[src/rtl/ha_array_accumulator.sv]
// ha_array_accumulator
// Sequential final-stage reducer for 8x8 approximate multipliers that export
// four half-adder array groups (b/t vectors). One group set is captured through
// a valid/ready handshake, the four group terms are added one per cycle into a
// 16-bit accumulator, and the result is offered on a valid/ready output.
//
// Optional feature: define HA_ACC_BIAS_EN to preload the accumulator with BIAS
// at accept (error compensation). Without it the accumulator preloads zero.

module ha_array_accumulator #(
    parameter logic [15:0] BIAS = 16'd24
) (
    input  logic        clk,
    input  logic        rst_n,
    input  logic        in_valid,
    output logic        in_ready,
    input  logic [6:0]  ha_array_0_b,
    input  logic [6:0]  ha_array_1_b,
    input  logic [6:0]  ha_array_2_b,
    input  logic [6:0]  ha_array_3_b,
    input  logic [8:0]  ha_array_0_t,
    input  logic [8:0]  ha_array_1_t,
    input  logic [8:0]  ha_array_2_t,
    input  logic [8:0]  ha_array_3_t,
    output logic        out_valid,
    input  logic        out_ready,
    output logic [15:0] product,
    output logic        busy
);

    typedef enum logic [1:0] {
        IDLE = 2'd0,
        ACC  = 2'd1,
        DONE = 2'd2
    } state_t;

    state_t      state;
    state_t      state_next;
    logic [1:0]  grp;
    logic [15:0] acc;
    logic [15:0] preload;
    logic [15:0] term;
    logic [2:0]  shamt;
    logic        accept;
    logic [6:0]  cap_b [4];
    logic [8:0]  cap_t [4];

`ifdef HA_ACC_BIAS_EN
    assign preload = BIAS;
`else
    // BIAS only matters in the compensated build; fold it into a sink here.
    logic unused_bias;
    assign unused_bias = ^BIAS;
    assign preload     = '0;
`endif

    assign accept  = in_valid && in_ready;
    // The product is the accumulator register itself, so it has no
    // combinational path from any input.
    assign product = acc;

    // Current group term: t at weight 2^(2g), b at weight 2^(2g+2).
    always_comb begin
        shamt = {grp, 1'b0};
        term  = ({7'd0, cap_t[grp]} << shamt) + ({7'd0, cap_b[grp], 2'b00} << shamt);
    end

    // State register.
    // NOTE: clocked state uses non-blocking (<=) so every register samples
    // pre-edge values; blocking here would create order-dependent races.
    always_ff @(posedge clk or negedge rst_n) begin
        if (!rst_n) begin
            state <= IDLE;
        end else begin
            state <= state_next;
        end
    end

    // Next-state and handshake decode.
    // NOTE: every output of this block is given a default first so no path
    // leaves a variable unassigned, which would otherwise infer a latch.
    always_comb begin
        state_next = state;
        in_ready   = 1'b0;
        out_valid  = 1'b0;
        busy       = 1'b1;
        case (state)
            IDLE: begin
                in_ready = 1'b1;
                busy     = 1'b0;
                if (in_valid) begin
                    state_next = ACC;
                end
            end
            ACC: begin
                if (grp == 2'd3) begin
                    state_next = DONE;
                end
            end
            DONE: begin
                out_valid = 1'b1;
                if (out_ready) begin
                    state_next = IDLE;
                end
            end
            default: begin
                state_next = IDLE;
            end
        endcase
    end

    // Capture, preload and per-group accumulation.
    // NOTE: the small capture arrays are reset explicitly because the cleared
    // state is architecturally visible; large RAM-style arrays normally are not.
    always_ff @(posedge clk or negedge rst_n) begin
        if (!rst_n) begin
            acc <= '0;
            grp <= '0;
            for (int g = 0; g < 4; g++) begin
                cap_b[g] <= '0;
                cap_t[g] <= '0;
            end
        end else if (accept) begin
            acc      <= preload;
            grp      <= '0;
            cap_b[0] <= ha_array_0_b;
            cap_b[1] <= ha_array_1_b;
            cap_b[2] <= ha_array_2_b;
            cap_b[3] <= ha_array_3_b;
            cap_t[0] <= ha_array_0_t;
            cap_t[1] <= ha_array_1_t;
            cap_t[2] <= ha_array_2_t;
            cap_t[3] <= ha_array_3_t;
        end else if (state == ACC) begin
            acc <= acc + term;
            grp <= grp + 2'd1;
        end
    end

endmodule

[config.mk]
export PLATFORM = sky130hd
export DESIGN_NAME = ha_array_accumulator
export DESIGN_NICKNAME = d
export VERILOG_FILES = /design/src/rtl/ha_array_accumulator.sv
export SDC_FILE = /design/constraint.sdc
export NUM_CORES = 1
export LEC_CHECK = 0
export BUFFER_PORTS_ARGS = -buffer_cell sky130_fd_sc_hd__buf_2
export CAP_MARGIN = 20
export CORE_ASPECT_RATIO = 1.75
export CORE_MARGIN = 2
export CORE_UTILIZATION = 40
export DETAILED_ROUTE_END_ITERATION = 6
export PLACE_DENSITY = 0.73
export SYNTH_ARGS = -nofsm -noshare
export SYNTH_HDL_FRONTEND = slang
export SYNTH_SLANG_ARGS = --single-unit
[constraint.sdc]
create_clock -name clk -period 12.8 [get_ports clk]
set_clock_uncertainty 0.15 [all_clocks]
set_input_delay 2.56 -clock clk [delete_from_list [all_inputs] [get_ports clk]]
set_output_delay 2.56 -clock clk [all_outputs]
set_load 0.01 [all_outputs]
Word level (Yosys, flattened, before mapping). Cells that the tools add are included.

Add/subtract/negate cells: 3. Order comparisons: 1. Equality and inequality tests: 6. Shifts and indexed selects: 2. Multiplexer cells: 17. Bitwise logic cells: 1. Reduce and logical (&&, ||, !) cells: 4.

Operators with widths (count): $add A16 B16 Y16 (2); $mux W16 (2); $shl A9 B3 Y16 (2); $bmux W9 S2 (1); $mux W9 (2); $bmux W7 S2 (1); $mux W7 (2); $mux W2 (5); $ne A2 B2 Y1 const B (3); $pmux W2 S3 (1); $eq A2 B2 Y1 const B (2); $ge A3 B3 Y1 const B (1); $mux W1 (3); $not A2 Y3 (1); $reduce_and A3 Y1 (1); $add A2 B1 Y2 const B (1); $eq A2 B1 Y1 const B (1); $logic_not A2 Y1 (1); $reduce_bool A2 Y1 (1); $logic_and A1 B1 Y1 (1).

Register bits after elaboration: 84. Output and inout port bits: 19. Word-level logic and storage cells: 45.

Depth between registers and ports, before layout. Gate-level depths: netlist (run 1).

Depth in word-level cells: 9. Depth in mapped cells: 14.

Worst setup path before layout (run 1). No wires, ideal clock.

Path kind: reg-to-reg. Start: register grp[1]. End: register acc[15] (netlist: product[15]). Arrival: 3.776 ns. Data required time: 12.530 ns. Path slack: 8.754 ns. Stages on the path, launching flop included: 15. Clock period less this slack: 4.046 ns. Cell sequence: dfrtp_1 > buf_2 > buf_1 > clkbuf_1 > mux2i_1 > o21ai_0 > fa_1 > ha_1 > buf_6 > a221o_1 > a31o_1 > a2111oi_2 > nor2_1 > xor2_1 > a31o_1.

Word-level cells in the longest chain between the ends: 9.

RTL lines: start: declaration (line 39) `logic [1:0] grp;`; start signal: assignment (line 136) `grp <= grp + 2'd1;`; $not A2 Y3 (implied by the code) (line 65) `term = ({7'd0, cap_t[grp]} << shamt) + ({7'd0, cap_b[grp], 2'b00} << shamt);`; $bmux W9 S2 / $bmux W7 S2 (equally long branches) (line 65); $mux W9 (implied by the code) / $mux W7 (equally long branches) (2 in a row) (line 65); $shl A9 B3 Y16 (line 65); $add A16 B16 Y16 * (line 65); $add A16 B16 Y16 * (line 135) `acc <= acc + term;`; $mux W16 * (line 134) `end else if (state == ACC) begin`; $mux W16 * (line 123) `end else if (accept) begin`; end signal: assignment (line 124) `acc <= preload;`; end signal: assignment (line 135); end: declaration (line 40) `logic [15:0] acc;`.

Every way passes the cells marked *; elsewhere a longest branch is shown, timed or not. The select of a mux whose other input is x is not followed. A chain may end at the register's enable or synchronous reset.

Worst setup path in the final report (run 1).
Start: register grp[0]. End: register acc[15] (netlist: product[15]).

Same word-level chain as after synthesis.

==> results of run 1 <==
synth_stat cells, types with 3 or more instances:
cell	number	area, um2
clkbuf_1	22	82.6
mux2i_1	14	140
a22o_1	3	26.3
fa_1	14	280
and3_1	3	18.8
xnor2_1	9	78.8
ha_1	17	213
o21ai_0	29	145
nor2_1	10	37.5
dfrtp_1	84	2100
nand3_1	17	85.1
mux4_2	4	90.1
mux2_2	3	33.8
buf_1	5	18.8
inv_1	14	52.6
o21bai_1	3	22.5
o211a_1	3	30.0
nand2_1	223	837
and2_1	4	25.0
nor2b_1	5	31.3
a21oi_1	13	65.1
xor2_1	3	26.3
routing by layer:
| metal | up-vias | share of wire, % |
|---|---|---|
| met5 | - | 0 |
| li1 | 1878 | - |
| met1 | 1809 | 39 |
| met4 | 0 | 4.5 |
| met2 | 102 | 53 |
| met3 | 24 | 3.7 |
sequential cells by signal, indices dropped and copies added, names as in the netlist:
register  cells
cap_t        36
cap_b        28
product      16
state         2
grp           2
metrics by stage:
stage / hold slack [ps] / std cells / power [uW] / worst slack [ps]
after CTS: 321 / 742 / 1870 / 8840
final: 320 / 743 / 1860 / 8840
after floorplan: 287 / 529 / 1350 / 8750
after global placement: 303 / 726 / 1550 / 8890
after detailed placement: 307 / 726 / 1600 / 8830
after global routing: 349 / 743 / 2030 / 8650
cell type report:
cell class                      instances  area, um2  area share (%)
Clock buffer                           10        229            4.16
Inverter                               14       52.6           0.955
Clock inverter                          6       65.1            1.18
Tap cell                              135        169            3.07
Timing Repair Buffer                   92        498            9.05
Multi-Input combinational cell        402       2390            43.4
Sequential cell                        84       2100            38.2
logic make-up (layout without fill, tap and decap cells):
group           after synthesis  in the layout  synth area share [%]
simple gates                270            270                  23.3
flops                        84             84                  45.1
compound gates               68             68                  9.38
buf+inv                      43            122                  3.65
fa+ha+maj                    31             31                  10.6
mux                          21             21                  5.67
xor+xnor                     12             12                  2.26
worst max-delay path: cells and delay by family (launching register included):
kind                       cells  cell delay (ps)
AOI/OAI and AO/OA              5             1370
and+or+nand+nor                3              600
DFF                            1              320
adders and majority gates      2              880
xor gates and xnor gates       1              170
buffers and inverters          1              360
how the worst min path moves through the flow:
stage	from	to	slack (ps)	cells after the start
final	cap_t[7]	cap_t[7]	320	2
after global routing	cap_t[4]	cap_t[4]	350	2
after CTS	cap_t[7]	cap_t[7]	320	2
after detailed placement	cap_b[22]	cap_b[22]	310	2
after global placement	cap_t[35]	cap_t[35]	300	2
after floorplan	cap_b[22]	cap_b[22]	290	2
report_power, final:
| part | leakage [uW] | internal [uW] | switching (uW) | total [uW] |
|---|---|---|---|---|
| registers | 0.00105 | 399 | 81.4 | 481 |
| clock network | 0.000131 | 151 | 107 | 258 |
| logic | 0.00172 | 461 | 662 | 1120 |
| total | 0.00290 | 1010 | 851 | 1860 |
==> flow_summary.toml, run 1 <==
[run_status]
status = "complete, no violations"

[worst_setup_path]
critPathLaunchType = "register"
cpMaxStageDelayCell = "fa_1"
criticalPathCategory = "reg -> reg"
path_max_fanout = 35
crit_chain = "buf_4 -> nor2b_1 -> nand2_1 -> o21ai_0 -> fa_1 -> ha_1 -> a221o_1 -> a31o_1 -> a2111oi_2 -> nor2_1 -> xor2_1 -> a31o_1"
crit_top_cell = "a31o_1"
cp-startpoint = "grp[0]"
crit_required_ps = 12880
rrSetupSlack_ps = 8840
cp.arrival_ps = 4040
critical_path.max_stage_delay_ps = 470
r2r_end = "product[15]"
critPathCapture = "product[15]"
rr_startpoint = "grp[0]"
worstSetupEndpointType = "register"
reg2reg_depth = 12

[route]
drc = 0
wl_per_cell_um = 14.9
first_pass_iters = 4
dr.first_iter.drc_count = 288
via_count = 3813
vias_per_cell = 5.13
wl_um = 11100
final_antenna_net_count = 0

[clock_tree]
cts_buffers = 9
cts_resized = 0
ctsHoldBuffers = 0
clock-sinks = 84
postCtsSetupBuffers = 0
clockBufferDepth = 2
path_clk_slew_ps = 60
insertion_delay_ps = 340
cts_tree = "built"
cts_max_level = 3
root_buffer = "clkbuf_16"

[power]
vdd.ir_drop.worst_mv = 0.128
power_per_cell_area_nw_per_um2 = 338
cellLeakagePower_uw = 0.00290

[sta]
rsz0062_at_grt = "false"
relSlewSlack_pct = 39.0
tightest_slew_ps = 912
setup_viol = 0
fmax_ghz = 0.253
final_max_slew_viol_count = 0
period_share_pct = 30.9
fin_setup_tns_ps = 0
hold_violations = 0
period_needed_ps = 3960

[logic_synthesis]
ys_seq_area_share_pct = 45.1
synth_fp_nets = 628
ys_async_sr_fraction_pct = 100
syn_area_per_cell_um2 = 8.80
ys_types = 44
ys.warnings.count = 0
ys_ff_latch = 84
synth_edf_count = 0
synth_cells = 529
synthFlopType = "dfrtp_1"
synthesis.area_um2 = 4660

[global_routing]
met3_usage_pct = 3.26
grt_max_degree = 85
grt_pass1_vias = 3846
grt_use_total_pct = 18.4
use_met1_pct = 22.0
overflow = 0
antenna_found_initial = 0
grt_use_met2_pct = 31.1
grt.busiest_layer = "met2"
grt_pass1_wl_um = 18300

[final_layout]
n_antenna_cell = 0
design_area_um2 = 5500
final_common_cell = "nand2_1"
final_cell_mix = "nand2_1 (222), buf_2 (85), dfrtp_1 (84), o21ai_0 (29)"
final_util_pct = 48.1
final_nets = 702
fillers = 1099
drive_above_1_share_pct = 19.9
syn_to_final_growth_pct = 18.2

[floorplan]
die_h_um = 147
die_area_um2 = 12600
start_util_pct = 40.7
ios = 87
die_w_um = 85.6
fp-row-count = 52
core-area_um2 = 11500

[place]
numPortBuffers = 86
dp.final_hpwl_um = 8070
placed_cell_area_um2 = 5180
routabilityCongestion = 0.905

[hold_path]
hold_class = "reg -> reg"

[job]
drv_cap = 0
Power figures use the tool's default switching activity.
==> run 2: changes to the inputs <==
--- a/config.mk
+++ b/config.mk
@@ -5,13 +5,14 @@
 export SDC_FILE = /design/constraint.sdc
 export NUM_CORES = 1
 export LEC_CHECK = 0
+export ABC_AREA = 1
 export BUFFER_PORTS_ARGS = -buffer_cell sky130_fd_sc_hd__buf_2
 export CAP_MARGIN = 20
 export CORE_ASPECT_RATIO = 1.75
 export CORE_MARGIN = 2
 export CORE_UTILIZATION = 40
 export DETAILED_ROUTE_END_ITERATION = 6
-export PLACE_DENSITY = 0.73
+export PLACE_DENSITY = 0.72
 export SYNTH_ARGS = -nofsm -noshare
 export SYNTH_HDL_FRONTEND = slang
 export SYNTH_SLANG_ARGS = --single-unit
==> constraint.sdc (replaced) <==
create_clock -name clk -period 3.9 [get_ports clk]
set_clock_uncertainty 0.15 [all_clocks]
set_input_delay 0.78 -clock clk [delete_from_list [all_inputs] [get_ports clk]]
set_output_delay 0.78 -clock clk [all_outputs]
set_load 0.01 [all_outputs]
==> run 2 against run 1 <==
  * Die area is 13% higher
  * Wire length is 22% higher
  * Maximum frequency is 12% higher
  * Cell count is 32% higher
  * Synthesized cell count is 39% higher
  * Clock-buffer cell count stayed put
  * Hold slack worse by 130 ps
  * Critical path depth is 5 higher
  * Utilization is 0.80 points lower
  * Cell area is 11% higher
  * Sequential cell count stayed put
  * Register-to-register slack worse by 8500 ps
==> flow_summary.toml, run 2 <==
[run_status]
status = "complete, no violations"

[job]
drv_cap = 0

[route]
drc = 0
via_count = 4709
first_pass_iters = 4
final_antenna_net_count = 0
wl_um = 13600
dr.first_iter.drc_count = 303
wl_per_cell_um = 13.8
vias_per_cell = 4.79

[logic_synthesis]
synthFlopType = "dfrtp_1"
syn_area_per_cell_um2 = 7.21
yosys.area.top_type = "dfrtp_1"
ys_ff_latch = 84
synth-simple-area-share_pct = 35.1
synth.most_common_cell = "nand2_1"
ys_seq_area_share_pct = 39.6
synth_top_family_by_area = "simple AND/OR/NAND/NOR gates"
synthTopCellsByArea = "dfrtp_1 (40%), nand2_1 (27%), fa_1 (5.3%)"
synth_cells = 736
synthesis.area_um2 = 5310
ys.warnings.count = 0
synth_edf_count = 0
ys_async_sr_fraction_pct = 100
synthXorXnorAreaFrac_pct = 0.165
synth_fp_nets = 835
muxShareOfSynthArea_pct = 0
synthTopCellsByCount = "nand2_1 (381), dfrtp_1 (84), inv_1 (56), nand3_1 (41), nor2_1 (26)"
synth_compound_area_share_pct = 7.40
ys_types = 36
synth_adder_area_share_pct = 9.29
synth_top_area_share_pct = 39.6

[floorplan]
ios = 87
core-area_um2 = 12900
die_area_um2 = 14200
die_w_um = 91.1
fp-row-count = 55
start_util_pct = 41.0
die_h_um = 156

[sta]
relSlewSlack_pct = 56.1
hold_violations = 0
final_max_slew_viol_count = 0
rsz0062_at_grt = "false"
tightest_slew_ps = 658
period_share_pct = 90.4
setup_ws_ps = 373
period_needed_ps = 3530
setup_viol = 0
fin_setup_tns_ps = 0
fmax_ghz = 0.284
holdWs_ps = 190

[worst_setup_path]
crit_required_ps = 3990
path_max_fanout = 24
cp.arrival_ps = 3620
worstSetupEndpointType = "register"
critPathLaunchType = "register"
criticalPathCategory = "reg -> reg"

[clock_tree]
clock-sinks = 84
cts_buffers = 9
cts_max_level = 3
ctsHoldBuffers = 0
path_clk_slew_ps = 70
postCtsSetupBuffers = 0
root_buffer = "clkbuf_16"
clockBufferDepth = 2
cts_tree = "built"
cts_resized = 0
insertion_delay_ps = 350

[place]
routabilityCongestion = 0.912
dpl.cell_count = 967
dp.final_hpwl_um = 10300
pre_cts_slack_ps = 414
numPortBuffers = 86

[global_routing]
grt_pass1_wl_um = 21800
grt_max_degree = 85
overflow = 0
antenna_found_initial = 0
grt_use_total_pct = 19.7
grt_pass1_vias = 4588

[final_layout]
stdcell_count = 984
final_nets = 907
drive_above_1_share_pct = 16.2
final_cell_mix = "nand2_1 (381), buf_2 (85), dfrtp_1 (83), inv_1 (56), nand3_1 (41)"
n_antenna_cell = 0
syn_to_final_growth_pct = 15.2
top_register = "cap_t"
final_common_cell = "nand2_1"
fillers = 1380
largest_reg_flops = 36

[hold_path]
hold_class = "in -> async"
==> run 2: final timing paths <==
check                              start     endpoint  slack [ps]  cells past startpoint
worst max-delay path              grp[0]  product[15]         370                     17
max in group asynchronous          rst_n       grp[0]        2800                      2
worst min-delay path               rst_n    cap_t[31]         190                      1
min in group clk                cap_t[9]     cap_t[9]         330                      2
worst min register to register  cap_t[9]     cap_t[9]         330                      2
worst max register to register    grp[0]  product[15]         370                     17
==> run 2: stage by stage <==
stage	instance area [um2]	utilization [%]
6_report	6110	47.3
5_1_grt	6110	47.3
4_1_cts	6090	47.0
3_5_place_dp	5790	44.7
3_3_place_gp	5790	44.7
2_1_floorplan	5310	-
==> run 2: area by class of cell <==
cell class / instances / area (um2) / share of cell area [%]
inverter: 59 / 231 / 3.79
sequential: 84 / 2100 / 34.4
multi-input combinational: 561 / 2760 / 45.1
timing repair buffer: 93 / 505 / 8.27
clock inverter: 6 / 71.3 / 1.17
tap: 171 / 214 / 3.50
clock buffer: 10 / 229 / 3.75
==> run 2: worst max-delay path, cell delays in order (launching register included) <==
cell	delay, ps
dfrtp_2	550
buf_4	350
nand2_1	90
nand3_1	120
nand2_1	90
o21ai_2	140
nand2_1	90
fa_1	540
inv_1	80
fa_1	440
nand2_1	140
nand2_1	80
nand3_1	70
nand2_1	130
nand2_1	120
nand3_1	80
nand3_1	90
nand2_1	50
==> run 2: logic make-up (layout without fill, tap and decap cells) <==
kind of cell,count (synthesis),after routing
AND/OR/NAND/NOR,465,465
XOR/XNOR,1,1
flip-flops,84,84
AO/OA/AOI/OAI,64,64
buffers and inverters,91,168
adder cells (fa/ha/maj),31,31
==> run 2: metal layers <==
layer  global-route usage (%)  up-vias  share of wire, %
met5                        0        -                 0
met4                     9.02        0               3.1
met3                     2.41       27               2.7
met2                     37.7       96                56
met1                     21.2     2165                39
li1                         -     2421                 -
Power of run 2 is left out: the tool's default activity adds up to more than one toggle a clock period on the data nets, which glitch-free logic cannot reach.
